### src/rtl/mips_ctrl_pkg.sv
// Shared encodings for the multicycle MIPS controller: opcodes, FSM states and
// datapath select values.
package mips_ctrl_pkg;

  localparam logic [5:0] OP_RTYPE = 6'b000000;
  localparam logic [5:0] OP_LW    = 6'b100011;
  localparam logic [5:0] OP_SW    = 6'b101011;
  localparam logic [5:0] OP_BEQ   = 6'b000100;
  localparam logic [5:0] OP_J     = 6'b000010;
  localparam logic [5:0] OP_ADDI  = 6'b001000;

  typedef enum logic [3:0] {
    S_FETCH  = 4'd0,
    S_DECODE = 4'd1,
    S_MEMADR = 4'd2,
    S_MEMRD  = 4'd3,
    S_MEMWB  = 4'd4,
    S_MEMWR  = 4'd5,
    S_EXEC   = 4'd6,
    S_ALUWB  = 4'd7,
    S_BRANCH = 4'd8,
    S_JUMP   = 4'd9,
    S_ADDIEX = 4'd10,
    S_ADDIWB = 4'd11,
    S_ERROR  = 4'd15
  } state_e;

  typedef enum logic [1:0] {
    ALU_ADD   = 2'b00,
    ALU_SUB   = 2'b01,
    ALU_FUNCT = 2'b10
  } alu_op_e;

  typedef enum logic [1:0] {
    SRCB_REGB    = 2'b00,
    SRCB_FOUR    = 2'b01,
    SRCB_IMM     = 2'b10,
    SRCB_IMM_SH2 = 2'b11
  } alu_src_b_e;

  typedef enum logic [1:0] {
    PCSRC_ALU    = 2'b00,
    PCSRC_ALUOUT = 2'b01,
    PCSRC_JUMP   = 2'b10
  } pc_source_e;

endpackage

### src/rtl/mc_control_fsm.sv
// Multicycle MIPS main controller: sequences the shared ALU, memory port,
// register file, PC and IR, with memory-ready timeout and illegal-op trap.
module mc_control_fsm
  import mips_ctrl_pkg::*;
#(
  parameter int unsigned SUPPORT_ADDI = 1,
  parameter int unsigned MEM_WAIT_MAX = 15,
  parameter int unsigned WAIT_W       = 8
) (
  input  logic       clk,
  input  logic       rst,
  input  logic [5:0] op,
  input  logic       mem_ready,
  output logic       pc_write,
  output logic       pc_write_cond,
  output logic       i_or_d,
  output logic       mem_read,
  output logic       mem_write,
  output logic       ir_write,
  output logic       mem_to_reg,
  output logic       reg_dst,
  output logic       reg_write,
  output logic       alu_src_a,
  output logic [1:0] alu_src_b,
  output logic [1:0] alu_op,
  output logic [1:0] pc_source,
  output logic       retired,
  output logic       illegal_op,
  output logic       bus_error,
  output logic [3:0] state_dbg
);

  state_e            state_q, state_d;
  logic [WAIT_W-1:0] wait_cnt_q, wait_cnt_d;
  logic              illegal_q, illegal_d;
  logic              bus_err_q, bus_err_d;
  logic              mem_wait;

  always_comb begin
    state_d       = state_q;
    wait_cnt_d    = '0;
    illegal_d     = illegal_q;
    bus_err_d     = bus_err_q;
    mem_wait      = 1'b0;
    pc_write      = 1'b0;
    pc_write_cond = 1'b0;
    i_or_d        = 1'b0;
    mem_read      = 1'b0;
    mem_write     = 1'b0;
    ir_write      = 1'b0;
    mem_to_reg    = 1'b0;
    reg_dst       = 1'b0;
    reg_write     = 1'b0;
    alu_src_a     = 1'b0;
    alu_src_b     = SRCB_REGB;
    alu_op        = ALU_ADD;
    pc_source     = PCSRC_ALU;
    retired       = 1'b0;

    // Outputs stay quiet in a reset cycle so an aborted access issues no write.
    if (!rst) begin
      case (state_q)
        S_FETCH: begin
          mem_read  = 1'b1;
          alu_src_b = SRCB_FOUR;
          if (mem_ready) begin
            ir_write = 1'b1;
            pc_write = 1'b1;
            state_d  = S_DECODE;
          end else begin
            mem_wait = 1'b1;
          end
        end
        S_DECODE: begin
          alu_src_b = SRCB_IMM_SH2;
          case (op)
            OP_RTYPE:     state_d = S_EXEC;
            OP_LW, OP_SW: state_d = S_MEMADR;
            OP_BEQ:       state_d = S_BRANCH;
            OP_J:         state_d = S_JUMP;
            OP_ADDI: begin
              if (SUPPORT_ADDI != 0) begin
                state_d = S_ADDIEX;
              end else begin
                state_d   = S_ERROR;
                illegal_d = 1'b1;
              end
            end
            default: begin
              state_d   = S_ERROR;
              illegal_d = 1'b1;
            end
          endcase
        end
        S_MEMADR: begin
          alu_src_a = 1'b1;
          alu_src_b = SRCB_IMM;
          if (op == OP_LW)      state_d = S_MEMRD;
          else if (op == OP_SW) state_d = S_MEMWR;
          else                  state_d = S_ERROR;
        end
        S_MEMRD: begin
          mem_read = 1'b1;
          i_or_d   = 1'b1;
          if (mem_ready) state_d = S_MEMWB;
          else           mem_wait = 1'b1;
        end
        S_MEMWB: begin
          mem_to_reg = 1'b1;
          reg_write  = 1'b1;
          retired    = 1'b1;
          state_d    = S_FETCH;
        end
        S_MEMWR: begin
          mem_write = 1'b1;
          i_or_d    = 1'b1;
          if (mem_ready) begin
            retired = 1'b1;
            state_d = S_FETCH;
          end else begin
            mem_wait = 1'b1;
          end
        end
        S_EXEC: begin
          alu_src_a = 1'b1;
          alu_op    = ALU_FUNCT;
          state_d   = S_ALUWB;
        end
        S_ALUWB: begin
          reg_dst   = 1'b1;
          reg_write = 1'b1;
          retired   = 1'b1;
          state_d   = S_FETCH;
        end
        S_BRANCH: begin
          alu_src_a     = 1'b1;
          alu_op        = ALU_SUB;
          pc_write_cond = 1'b1;
          pc_source     = PCSRC_ALUOUT;
          retired       = 1'b1;
          state_d       = S_FETCH;
        end
        S_JUMP: begin
          pc_write  = 1'b1;
          pc_source = PCSRC_JUMP;
          retired   = 1'b1;
          state_d   = S_FETCH;
        end
        S_ADDIEX: begin
          alu_src_a = 1'b1;
          alu_src_b = SRCB_IMM;
          state_d   = S_ADDIWB;
        end
        S_ADDIWB: begin
          reg_write = 1'b1;
          retired   = 1'b1;
          state_d   = S_FETCH;
        end
        S_ERROR: state_d = S_ERROR;
        default: state_d = S_ERROR;
      endcase

      // A completed access already cleared the count via the default; only a
      // stalled access counts, and the bound is checked before incrementing.
      if (mem_wait) begin
        if (wait_cnt_q == WAIT_W'(MEM_WAIT_MAX)) begin
          state_d   = S_ERROR;
          bus_err_d = 1'b1;
        end else begin
          wait_cnt_d = wait_cnt_q + 1'b1;
        end
      end
    end
  end

  always_ff @(posedge clk) begin
    if (rst) begin
      state_q    <= S_FETCH;
      wait_cnt_q <= '0;
      illegal_q  <= 1'b0;
      bus_err_q  <= 1'b0;
    end else begin
      state_q    <= state_d;
      wait_cnt_q <= wait_cnt_d;
      illegal_q  <= illegal_d;
      bus_err_q  <= bus_err_d;
    end
  end

  assign illegal_op = illegal_q;
  assign bus_error  = bus_err_q;
  assign state_dbg  = state_q;

endmodule

### config.mk
export PLATFORM = sky130hd
export DESIGN_NAME = mc_control_fsm
export DESIGN_NICKNAME = d
export VERILOG_FILES = /design/src/rtl/mips_ctrl_pkg.sv /design/src/rtl/mc_control_fsm.sv
export SDC_FILE = /design/constraint.sdc
export NUM_CORES = 1
export LEC_CHECK = 0
export BUFFER_PORTS_ARGS = -buffer_cell sky130_fd_sc_hd__buf_2
export CORE_ASPECT_RATIO = 1.1
export CORE_MARGIN = 2
export CORE_UTILIZATION = 44
export DETAILED_ROUTE_END_ITERATION = 10
export GPL_TIMING_DRIVEN = 0
export PLACE_DENSITY = 0.74
export SYNTH_ARGS = -nofsm -noshare
export SYNTH_HDL_FRONTEND = slang
export SYNTH_SLANG_ARGS = --single-unit
### constraint.sdc
create_clock -name clk -period 1.8 [get_ports clk]
set_clock_uncertainty 0.15 [all_clocks]
set_input_delay 0.27 -clock clk [delete_from_list [all_inputs] [get_ports clk]]
set_output_delay 0.27 -clock clk [all_outputs]
set_load 0.01 [all_outputs]
==> results of run 1 <==
[metrics by stage]
stage	total power (W)	utilization [%]
after global placement	0.00131	57.2
after floorplan	0.00106	-
after detailed placement	0.00132	57.2
after global routing	0.00236	75.1
final	0.00227	75.1
after CTS	0.00191	68.6
[kinds of logic after synthesis]
| family | share of synthesized area [%] |
|---|---|
| AND/OR/NAND/NOR | 39.3 |
| AO/OA/AOI/OAI | 15.7 |
| flip-flops | 28.9 |
| buffers and inverters | 6.57 |
| XOR/XNOR | 7.22 |
| multiplexers | 1.03 |
| adder cells (fa/ha/maj) | 1.29 |
[flip-flops by register name, summed over array words and instances (netlist names)]
signal,cells
wait_cnt_q,8
state_dbg,4
bus_error,1
illegal_op,1
[critical path, delay by kind of cell (launching register included)]
family          cells  cell delay, ps
compound gates      1             160
buf+inv             3             350
simple gates        1             380
flops               1             390
[metal layers]
layer | up-vias | part of all wire (%) | global-route usage [%] | wire (um)
met4 | 0 | 3.2 | 11.0 | 104
met5 | - | 0 | 0 | 0
met1 | 553 | 41 | 27.2 | 1310
met3 | 12 | 4.3 | 2.82 | 140
li1 | 546 | - | - | -
met2 | 49 | 52 | 40.9 | 1680
[worst min path at each step]
stage,slack (ps),from,cells past startpoint,to
floorplan,290,wait_cnt_q[0]$_SDFF_PP0_,1,wait_cnt_q[0]$_SDFF_PP0_
global placement,290,illegal_op$_SDFFE_PP0P_,2,illegal_op$_SDFFE_PP0P_
detailed placement,290,illegal_op$_SDFFE_PP0P_,2,illegal_op$_SDFFE_PP0P_
CTS,230,op[4],4,state_dbg[1]$_SDFF_PP0_
global route,260,op[4],4,state_dbg[1]$_SDFF_PP0_
finish,230,op[4],4,state_dbg[1]$_SDFF_PP0_
[synthesized netlist by cell type (2+ instances only)]
library cell / n / area share [%]
or4_1: 2 / 1.5
nand3b_1: 2 / 1.5
clkbuf_1: 6 / 2.3
xnor2_1: 4 / 3.6
and4_1: 3 / 2.7
a211oi_1: 2 / 1.5
inv_1: 4 / 1.5
o21ai_0: 2 / 1.0
a21oi_1: 4 / 2.1
o31ai_1: 2 / 1.5
o211ai_1: 2 / 1.5
nand3_1: 5 / 2.6
xor2_1: 4 / 3.6
nand2_1: 5 / 1.9
nor2_1: 16 / 6.2
nor3_1: 3 / 1.5
dfxtp_1: 14 / 29
a41oi_1: 3 / 2.7
nor4_1: 5 / 3.2
buf_4: 2 / 1.5
nor4b_1: 2 / 1.8
nor2_2: 7 / 4.5
nand2b_1: 8 / 5.2
and3_1: 2 / 1.3
[layout make-up]
cell class                 count  area, um2
multi-input combinational     98        783
fill                         143        509
sequential                    14        295
timing repair buffer          43        270
buffer                         9       95.1
clock buffer                   4       36.3
tap                           28       35.0
inverter                       4       17.5
[where the power goes]
group	internal, W	total (W)	switching, W
logic	0.000754	0.00152	0.000768
registers	0.000391	0.000511	0.000120
clock network	0.000123	0.000234	0.000111
total	0.00127	0.00227	0.000999
[repair_timing]
action	4_1_cts	5_1_grt
setup buffers	12	0
setup endpoints to repair	26	27
resized for setup	25	31
gates cloned	1	0
pin swaps	10	6
==> impl_metrics.tcl, run 1 <==
set metrics [dict create \
    rr_worst_depth 5 \
    drtIter0Drc 40 \
    dp_slack_ps -254 \
    stdcell_area_mm2 0.00153 \
    maxCapViolCount 0 \
    root_buffer "clkbuf_4" \
    coreArea_mm2 0.00204 \
    initial_core_util_pct 47.5 \
    cp-startpoint "state_dbg[1]$_SDFF_PP0_" \
    antenna_found_initial 0 \
    row_count 17 \
    crit_chain "buf_8, inv_4, or3_4, a21oi_2, buf_2" \
    io_pins 32 \
    synth_edf_count 0 \
    insertion_delay_ps 280 \
    finalSetupViolations 15 \
    setup_tns_ps -1510 \
    port_buffers 30 \
    arrival_ps 1550 \
    antennaDiodeCount 0 \
    synthCells 125 \
    syn-cell-area_um2 971 \
    synthFlopType "dfxtp_1" \
    placedCellCount 183 \
    required_ps 1380 \
    vias_per_cell 5.80 \
    wl_mm 3.24 \
    area_growth_pct 57.9 \
    grt_max_degree 11 \
    hold_class "in2reg" \
    rr_endpoint "wait_cnt_q[5]$_SDFF_PP0_" \
    period_minus_slack_ps 1970 \
    syn_nets 135 \
    place.detailed.hpwl_mm 1.77 \
    drtAntennaViolNets 0 \
    path_max_fanout 5 \
    worst_hold_slack_ps 226 \
    yosysSeqAreaShare_pct 28.9 \
    crit_end "reg_write" \
    outcome "finished, violations left" \
    start_kind "flop" \
    fin_ws_ps -173 \
    tightest_slew_ps 558 \
    cts_tree "done" \
    grt_pass1_vias 1001 \
    critPathKind "reg2out" \
    synthArstFlopShare_pct 0 \
    holdBufCountCts 0 \
    cts_buffers 3 \
    grt_pass1_wl_mm 4.49 \
    rsz0062_at_grt "yes" \
    slew_viol_final 0 \
    finalNetCount 183 \
    yosys_warnings 0 \
    finalHoldViolCount 0 \
    htreeDepth 1 \
    end_kind "primary output" \
    slew_headroom_pct 62.8 \
    grtUsageTotal_pct 22.7 \
    most-common-layout-cells "29 x buf_2, 12 x buf_4, 11 x nor2_1, 10 x dfxtp_1" \
    power_density_mw_per_mm2 1480 \
    placed_area_mm2 0.00117 \
    critPathMaxStageDelay_ps 390 \
    drive_above_1_share_pct 52.9 \
    die_w_um 48.8 \
    finalNonFillerCells 200 \
    max_freq_mhz 507 \
    place_congestion 0.900 \
    ys_ff_latch 14 \
    crit-reg2reg-launch "state_dbg[2]$_SDFF_PP0_" \
    violations "negative setup slack" \
    drc 0 \
    rrSetupSlack_ps -140 \
    fin_crit_sh_pct 110 \
    cp_slowest_cell "dfxtp_4" \
    irDropWorstVdd_v 0.000910 \
    firstDrtPassIters 5 \
    fp.dieArea_mm2 0.00260 \
    clkSinkCount 14 \
    fp.dieH_um 53.3 \
    avgSynthCellArea_um2 7.77 \
    clock_path_buffers 2 \
    synth.distinct_cells 40 \
    clk_pin_slew_ps 100 \
    layout_commonest_cell "buf_2" \
    p_leak_nw 0.616 \
    dr_total_vias 1160 \
    routedWlPerCell_um 16.2 \
    grt_overflow 0 \
]
Power figures use the tool's default switching activity.
==> inputs of run 2 (changes only) <==
--- a/config.mk
+++ b/config.mk
@@ -6,6 +6,7 @@
 export NUM_CORES = 1
 export LEC_CHECK = 0
 export BUFFER_PORTS_ARGS = -buffer_cell sky130_fd_sc_hd__buf_2
+export CAP_MARGIN = 20
 export CORE_ASPECT_RATIO = 1.1
 export CORE_MARGIN = 2
 export CORE_UTILIZATION = 44
==> constraint.sdc (replaced) <==
create_clock -name clk -period 1.7 [get_ports clk]
set_clock_uncertainty 0.15 [all_clocks]
set_input_delay 0.255 -clock clk [delete_from_list [all_inputs] [get_ports clk]]
set_output_delay 0.255 -clock clk [all_outputs]
set_load 0.01 [all_outputs]
==> run 2 against run 1 <==
Net effect: the flow still finishes with violations (negative setup slack); non-clock buffer count grew 5; worst setup slack lost 110 ps; global-route usage grew 0.61 points; die area is the same; final cell count grew 2.5%; via count grew 1.2%; sequential power grew 3%; critical path type unchanged; critical endpoint is now i_or_d; largest cell class unchanged; largest power group unchanged; highest routed layer unchanged.
==> impl_metrics.tcl, run 2 (synthesis results as in run 1) <==
set metrics [dict create \
    fp.dieH_um 53.3 \
    insertion_delay_ps 270 \
    hold_class "in2reg" \
    finalNonFillerCells 205 \
    row_count 17 \
    clk_pin_slew_ps 80 \
    slew_viol_final 0 \
    outcome "finished, violations left" \
    antenna_found_initial 0 \
    grt_pass1_vias 1027 \
    root_buffer "clkbuf_4" \
    grt_pass1_wl_mm 4.66 \
    firstDrtPassIters 4 \
    grtUsageTotal_pct 23.4 \
    rsz0062_at_grt "yes" \
    drtIter0Drc 49 \
    worst_hold_slack_ps 243 \
    vias_per_cell 5.73 \
    drtAntennaViolNets 0 \
    initial_core_util_pct 47.5 \
    area_growth_pct 55.4 \
    wl_mm 3.30 \
    max_freq_mhz 503 \
    antennaDiodeCount 0 \
    regMostFlops "wait_cnt_q" \
    maxCapViolCount 0 \
    layout_commonest_cell "buf_2" \
    path_max_fanout 7 \
    total_power_w 0.00232 \
    rr_endpoint "wait_cnt_q[5]$_SDFF_PP0_" \
    dp_slack_ps -344 \
    crit-reg2reg-launch "state_dbg[1]$_SDFF_PP0_" \
    io_pins 32 \
    p_leak_nw 0.625 \
    port_buffers 30 \
    htreeDepth 1 \
    cts_buffers 3 \
    fp.dieArea_mm2 0.00260 \
    finalSetupViolations 28 \
    fin_crit_sh_pct 117 \
    coreArea_mm2 0.00204 \
    end_kind "primary output" \
    start_kind "flop" \
    period_minus_slack_ps 1990 \
    power_density_mw_per_mm2 1540 \
    grt_overflow 0 \
    tightest_slew_ps 505 \
    routedWlPerCell_um 16.1 \
    place.detailed.hpwl_mm 1.81 \
    irDropWorstVdd_v 0.000878 \
    fin_ws_ps -287 \
    placedCellCount 183 \
    rrSetupSlack_ps -200 \
    largest_reg_flops 8 \
    finalNetCount 188 \
    clock_path_buffers 2 \
    clkSinkCount 14 \
    arrival_ps 1580 \
    drc 0 \
    slew_headroom_pct 66.3 \
    dr_total_vias 1174 \
    place_congestion 0.920 \
    most-common-layout-cells "29 x buf_2, 19 x buf_4, 11 x nor2_1, 10 x dfxtp_1, 8 x nor2_2" \
    cp-startpoint "state_dbg[3]$_SDFF_PP0_" \
    critPathKind "reg2out" \
    drive_above_1_share_pct 51.4 \
    cts_tree "done" \
    rr_worst_depth 4 \
    grt_max_degree 11 \
    violations "negative setup slack" \
    finalHoldViolCount 0 \
    crit_end "i_or_d" \
    die_w_um 48.8 \
    required_ps 1290 \
]
-- run 2: changes by cell type in the layout (fill, tap and decap cells not counted), moves of 2 or more --
cell,delta
nor2_2,+2
buf_4,+7
nor4_1,+2
clkbuf_1,+2
nor2_4,-2
-- run 2: per-layer routing --
metal	GRT usage (%)	part of all wire [%]
met5	0	0
met4	4.29	4.2
met3	4.52	7.0
met2	45.7	50
met1	26.6	38
-- run 2: what timing repair did --
item	4_1_cts	5_1_grt
hold endpoints to repair	0	0
setup buffers	13	5
hold buffers	0	0
gates resized for setup	24	23
pin swaps	9	4
setup endpoints to repair	30	31
cloned	1	0
-- run 2: power by group --
| group | leakage, nW | switching (W) | internal [W] |
|---|---|---|---|
| clock | 0.0150 | 0.000102 | 0.0000910 |
| combinational | 0.494 | 0.000790 | 0.000812 |
| sequential | 0.116 | 0.000109 | 0.000414 |
| total | 0.625 | 0.00100 | 0.00132 |
-- run 2: layout make-up --
| cell class | count | area (um2) |
|---|---|---|
| multi-input cells | 98 | 749 |
| fillers | 150 | 533 |
| repair buffers | 49 | 303 |
| flip-flops and latches | 14 | 295 |
| plain buffers | 8 | 82.6 |
| well taps | 28 | 35.0 |
| clock buffers | 4 | 26.3 |
| inverters | 4 | 17.5 |
-- run 2: metrics by stage --
step	utilization, %	cell area [um2]	TNS (ps)
floorplan	-	991	-1480
global placement	57.6	1180	-3110
detailed placement	57.6	1180	-3200
CTS	68.1	1390	-3270
global route	73.9	1510	-5110
finish	73.9	1510	-3780
-- run 2: worst min-delay path by stage --
stage / cells past startpoint / startpoint / to
2_1_floorplan: 1 / wait_cnt_q[0]$_SDFF_PP0_ / wait_cnt_q[0]$_SDFF_PP0_
3_3_place_gp: 2 / illegal_op$_SDFFE_PP0P_ / illegal_op$_SDFFE_PP0P_
3_5_place_dp: 2 / illegal_op$_SDFFE_PP0P_ / illegal_op$_SDFFE_PP0P_
4_1_cts: 4 / op[4] / state_dbg[1]$_SDFF_PP0_
5_1_grt: 4 / op[4] / state_dbg[1]$_SDFF_PP0_
6_report: 4 / op[4] / state_dbg[1]$_SDFF_PP0_
-- run 2: worst max-delay path: stages (launching register included) --
cell and delay [ps]:
dfxtp_4 380, buf_8 140, buf_4 130, nor4_1 440, buf_2 220
